<file path="config.mk">
export PLATFORM = sky130hd
export DESIGN_NAME = galaxian_dl_ctrl
export DESIGN_NICKNAME = d
export VERILOG_FILES = /design/src/rtl/galaxian_dl_ctrl.sv
export SDC_FILE = /design/constraint.sdc
export NUM_CORES = 1
export LEC_CHECK = 0
export BUFFER_PORTS_ARGS = -buffer_cell sky130_fd_sc_hd__buf_2
export CORE_MARGIN = 4
export CORE_UTILIZATION = 50
export CTS_BUF_LIST = sky130_fd_sc_hd__clkbuf_4
export DETAILED_ROUTE_END_ITERATION = 16
export HOLD_SLACK_MARGIN = 0.1
export PLACE_DENSITY = 0.76
export SLEW_MARGIN = 20
export SYNTH_ARGS = -nofsm -noshare
export SYNTH_HDL_FRONTEND = slang
export SYNTH_SLANG_ARGS = --single-unit
export TNS_END_PERCENT = 100
</file>
<file path="constraint.sdc">
create_clock -name clk_sys -period 2.1 [get_ports clk_sys]
set_input_delay 0.21 -clock clk_sys [delete_from_list [all_inputs] [get_ports clk_sys]]
set_output_delay 0.21 -clock clk_sys [all_outputs]
set_load 0.01 [all_outputs]
</file>
<file path="src/rtl/galaxian_dl_ctrl.sv">
// Galaxian ROM download controller: turns the data_io byte stream into per-ROM
// registered write strobes and owns the core reset around loads and user resets.
module galaxian_dl_ctrl #(
   parameter logic [7:0]  ROM_INDEX    = 8'd0,
   parameter logic [15:0] EXPECTED_LEN = 16'h6020,
   parameter int          HOLD_CYCLES  = 1024
) (
   input  logic        clk_sys,
   input  logic        res_n,
   input  logic        ioctl_download,
   input  logic [7:0]  ioctl_index,
   input  logic        ioctl_wr,
   input  logic [24:0] ioctl_addr,
   input  logic [7:0]  ioctl_dout,
   input  logic        user_reset,
   output logic        core_reset,
   output logic        pgm_we,
   output logic        gfx1k_we,
   output logic        gfx1h_we,
   output logic        prom_we,
   output logic [13:0] wr_addr,
   output logic [7:0]  wr_data,
   output logic        rom_loaded,
   output logic        dl_error
);

   localparam int CW = $clog2(HOLD_CYCLES + 1);
   localparam logic [CW-1:0] HOLD_LOAD = CW'(HOLD_CYCLES - 1);
   localparam logic [CW-1:0] HOLD_FULL = CW'(HOLD_CYCLES);

   typedef enum logic [1:0] {WAIT_ROM, LOAD, HOLD, RUN} state_t;

   state_t        state_q;
   logic [CW-1:0] holdCnt_q;
   logic [15:0]   byteCnt_q;
   logic          coreReset_q;
   logic          romLoaded_q;
   logic          dlError_q;
   logic [3:0]    we_q;
   logic [13:0]   wrAddr_q;
   logic [7:0]    wrData_q;

   logic          romStart;
   logic          winOpen;
   logic          inRange;
   logic          acceptWr;
   logic          badWr;
   logic [3:0]    we_d;
   logic [13:0]   wrAddr_d;

   // LOAD is only entered with download high, so download low while in LOAD is the falling edge.
   assign romStart = ioctl_download && (ioctl_index == ROM_INDEX);
   assign winOpen  = romStart || ((state_q == LOAD) && ioctl_download);
   assign inRange  = ioctl_addr < 25'(EXPECTED_LEN);
   assign acceptWr = winOpen && ioctl_wr && inRange;
   assign badWr    = winOpen && ioctl_wr && !inRange;

   always_comb begin
      we_d     = 4'b0000;
      wrAddr_d = '0;
      if (ioctl_addr[15:14] == 2'b00) begin
         we_d     = 4'b0001;
         wrAddr_d = ioctl_addr[13:0];
      end else if (ioctl_addr[15:12] == 4'h4) begin
         we_d     = 4'b0010;
         wrAddr_d = {2'b00, ioctl_addr[11:0]};
      end else if (ioctl_addr[15:12] == 4'h5) begin
         we_d     = 4'b0100;
         wrAddr_d = {2'b00, ioctl_addr[11:0]};
      end else begin
         we_d     = 4'b1000;
         wrAddr_d = {9'd0, ioctl_addr[4:0]};
      end
   end

   // A user reset parks the counter at HOLD_CYCLES so release lands the same number
   // of clocks after the request drops as after a download ends.
   always_ff @(posedge clk_sys or negedge res_n) begin
      if (!res_n) begin
         state_q     <= WAIT_ROM;
         holdCnt_q   <= '0;
         byteCnt_q   <= '0;
         coreReset_q <= 1'b1;
         romLoaded_q <= 1'b0;
         dlError_q   <= 1'b0;
         we_q        <= 4'b0000;
         wrAddr_q    <= '0;
         wrData_q    <= '0;
      end else begin
         we_q <= acceptWr ? we_d : 4'b0000;
         if (acceptWr) begin
            wrAddr_q <= wrAddr_d;
            wrData_q <= ioctl_dout;
         end
         if (romStart && (state_q != LOAD)) begin
            state_q     <= LOAD;
            coreReset_q <= 1'b1;
            byteCnt_q   <= acceptWr ? 16'd1 : 16'd0;
            dlError_q   <= badWr;
         end else begin
            case (state_q)
               WAIT_ROM: coreReset_q <= 1'b1;
               LOAD: begin
                  if (!ioctl_download) begin
                     state_q   <= HOLD;
                     holdCnt_q <= HOLD_LOAD;
                     if (byteCnt_q != EXPECTED_LEN) begin
                        dlError_q <= 1'b1;
                     end else if (!dlError_q) begin
                        romLoaded_q <= 1'b1;
                     end
                  end else begin
                     if (acceptWr && (byteCnt_q != 16'hFFFF)) begin
                        byteCnt_q <= byteCnt_q + 16'd1;
                     end
                     if (badWr) begin
                        dlError_q <= 1'b1;
                     end
                  end
               end
               HOLD: begin
                  if (user_reset) begin
                     holdCnt_q <= HOLD_FULL;
                  end else if (holdCnt_q == '0) begin
                     state_q     <= RUN;
                     coreReset_q <= 1'b0;
                  end else begin
                     holdCnt_q <= holdCnt_q - CW'(1);
                  end
               end
               RUN: begin
                  if (user_reset) begin
                     state_q     <= HOLD;
                     holdCnt_q   <= HOLD_FULL;
                     coreReset_q <= 1'b1;
                  end
               end
               default: state_q <= WAIT_ROM;
            endcase
         end
      end
   end

   assign core_reset = coreReset_q;
   assign pgm_we     = we_q[0];
   assign gfx1k_we   = we_q[1];
   assign gfx1h_we   = we_q[2];
   assign prom_we    = we_q[3];
   assign wr_addr    = wrAddr_q;
   assign wr_data    = wrData_q;
   assign rom_loaded = romLoaded_q;
   assign dl_error   = dlError_q;

endmodule

</file>
==> out/metrics.yaml <==
multi_input_area_um2: 1428
reg2reg_to: "byteCnt_q[15]"
slowest_delay_ns: 0.54
antenna_found_initial: 1
fmax_mhz: 483.3
maxCapViolations: 0
min_path_cells: 4
synth-main-ff-cell: "dfrtp_1"
postSynthCellCount: 303
syn-mean-instance-area_um2: 9.696
fillers: 403
power_mw: 2.943
grt_pass1_vias: 2916
via_count: 2987
fin_crit_ns: 2.069
worstPathCellList: "dlygate4sd3_1 > buf_2 > nor4_2 > a21oi_2 > a311o_1 > buf_4 > or3_1 > a21oi_2"
setup-violations-final: 0
p_leak_nw: 1.896
dpl.cell_count: 462
globalRouteTotalUtil_pct: 24.45
cts-buffers-inserted: 9
ys_types: 47
antenna_left: 0
status: "finished, final reports clean"
clk_latency_ns: 0.40
fin_tns_setup_ns: 0
die_area_um2: 7166
drive_gt1_share_pct: 29.17
startpoint_type: "primary input"
wl_per_cell_um: 17.18
hold_end: "wr_addr[12]"
final_hold_viol_count: 0
cts_tree: "yes"
postSynth.asyncResetShare_pct: 100.0
start_util_pct: 52.39
worst_path_most_repeated_cell: "a21oi_2"
rrSetupSlack_ns: 0.07
layout.nets: 477
die_w_um: 84.65
clk_pin_slew_ns: 0.10
synth_edf_count: 0
layout_commonest_cell: "buf_2"
stdcell_count: 505
tightestPinTransition_ns: 0.7075
grt_pass1_wl_um: 14040
io_buffers: 74
drtPass1Iterations: 5
cts_num_sinks: 58
seqCellArea_um2: 1453
vdd_drop_max_mv: 0.6214
synth_area_um2: 2938
required_ns: 2.43
io_pins: 75
drc_errors: 0
via_per_inst: 5.915
drtIter0Drc: 225
cp.arrival_ns: 2.40
yosysWarnings: 0
syn_to_final_growth_pct: 35.60
htree_num_levels: 3
finClkSkew_ns: 0.008453
grt-ovfl-total: 0
place_hpwl_um: 5258
worstReg2RegStart: "byteCnt_q[9]"
reg2reg_depth: 6
fp.dieH_um: 84.65
crit_slowest_cell: "dlygate4sd3_1"
worstHoldStart: "ioctl_addr[15]"
powerDensity_nw_per_um2: 738.8
syn_nets: 353
slew_viol_final: 0
worstSetupPathType: "in -> reg"
fp-row-count: 27
synth.yosys.seq_area_share_pct: 49.45
core-area_um2: 5608
worstHoldPathType: "in -> reg"
cts-root-buf: "clkbuf_4"
ys_seq_elements: 58
fin_crit_sh_pct: 98.53
endpoint_kind: "register"
rsz0062_at_grt: "yes"
cts.path.max_buffers: 2
finalWirelength_um: 8675
grt_max_degree: 59
place_congestion: 0.9058
worst_slew_margin_rel_pct: 52.83
layout_common_cells: "buf_2, dfrtp_1, nand2_1"
crit_fanout: 11
==> repair_timing <==
item	in CTS	in global routing
setup endpoints to repair	0	17
buffers inserted	0	1
hold buffers	25	0
endpoints found under the hold margin	82	0
resized for setup	0	6
==> area by class of cell <==
| class | count | area share (%) |
|---|---|---|
| Clock buffer | 10 | 1.884 |
| Tap cell | 72 | 2.261 |
| Sequential cell | 58 | 36.46 |
| Antenna cell | 1 | 0.06281 |
| Multi-Input combinational cell | 225 | 35.84 |
| Inverter | 9 | 0.8480 |
| Timing Repair Buffer | 124 | 20.60 |
| Clock inverter | 6 | 2.041 |
==> metal layers <==
| layer | GRT usage, % | routed length (µm) | up-vias |
|---|---|---|---|
| met4 | 9.065 | 218 | 0 |
| met3 | 5.790 | 738 | 20 |
| met1 | 31.91 | 3443 | 1406 |
| met2 | 39.64 | 4274 | 175 |
| met5 | 0 | 0 | - |
| li1 | - | - | 1386 |
==> critical path: cells and delay by family <==
family          cells  cell delay [ns]
buf+inv             3             0.87
compound gates      3             0.68
simple gates        2             0.63
==> registers in the layout, indices dropped and copies added (netlist names) <==
name        cells
wr_data         8
rom_loaded      1
holdCnt_q      11
byteCnt_q      16
core_reset      1
wr_addr        14
we_q            4
state_q         2
dl_error        1
==> synthesized netlist by cell type, drive strengths merged (3+ instances only) <==
library cell | instances | area (µm²)
mux2 | 13 | 146.4
inv | 8 | 30.03
nor4b | 3 | 26.28
buf | 6 | 36.28
and3 | 4 | 25.02
and2 | 4 | 25.02
o31ai | 5 | 42.54
nor4 | 8 | 68.82
or4 | 6 | 45.04
ha | 4 | 50.05
nor2 | 13 | 48.80
nand3 | 11 | 55.05
dfrtp | 57 | 1426
nand3b | 3 | 22.52
nand2 | 37 | 138.9
o21ai | 32 | 167.7
nand4 | 9 | 56.30
and4 | 4 | 35.03
a21oi | 22 | 110.1
nor3 | 6 | 30.03
o221ai | 3 | 26.28
or3 | 13 | 81.33
clkbuf | 5 | 18.77
==> worst max-delay path by stage <==
| stage | start | endpoint | slack, ns | cells past startpoint |
|---|---|---|---|---|
| after detailed placement | ioctl_addr[24] | byteCnt_q[9] | 0.04 | 7 |
| after global routing | holdCnt_q[0] | holdCnt_q[9] | -0.03 | 7 |
| after global placement | ioctl_addr[24] | byteCnt_q[4] | 0.1 | 7 |
| after floorplan | byteCnt_q[7] | byteCnt_q[2] | 0.23 | 6 |
| final | ioctl_addr[10] | byteCnt_q[15] | 0.03 | 8 |
| after CTS | ioctl_addr[10] | byteCnt_q[9] | 0.02 | 8 |
==> power breakdown <==
group / switching (mW) / internal, mW
Sequential: 0.0901 / 1.21
Clock: 0.425 / 0.488
Combinational: 0.395 / 0.335
Total: 0.910 / 2.03
==> logic make-up (layout without fill, tap and decap cells) <==
kind of cell | Yosys count | count (layout) | share of synthesized area [%]
AND/OR/NAND/NOR | 127 | 127 | 23.85
other | 0 | 1 | 0
buffers and inverters | 20 | 149 | 3.024
AO/OA/AOI/OAI | 81 | 81 | 16.99
flip-flops | 58 | 58 | 49.45
multiplexers | 13 | 13 | 4.983
adder cells (fa/ha/maj) | 4 | 4 | 1.704
==> metrics by stage <==
step / hold WS (ns) / setup slack, ns / cell area (µm²) / utilization, %
2_1_floorplan: -0.08559 / 0.2345 / 2938 / -
3_5_place_dp: 0.4003 / 0.04264 / 3536 / 63.05
3_3_place_gp: 0.3888 / 0.09695 / 3536 / 63.05
5_1_grt: 0.1725 / -0.02985 / 3984 / 71.04
4_1_cts: 0.1221 / 0.02136 / 3943 / 70.30
6_report: 0.1752 / 0.03077 / 3984 / 71.04
No activity file was read; power rests on OpenSTA's default activity.
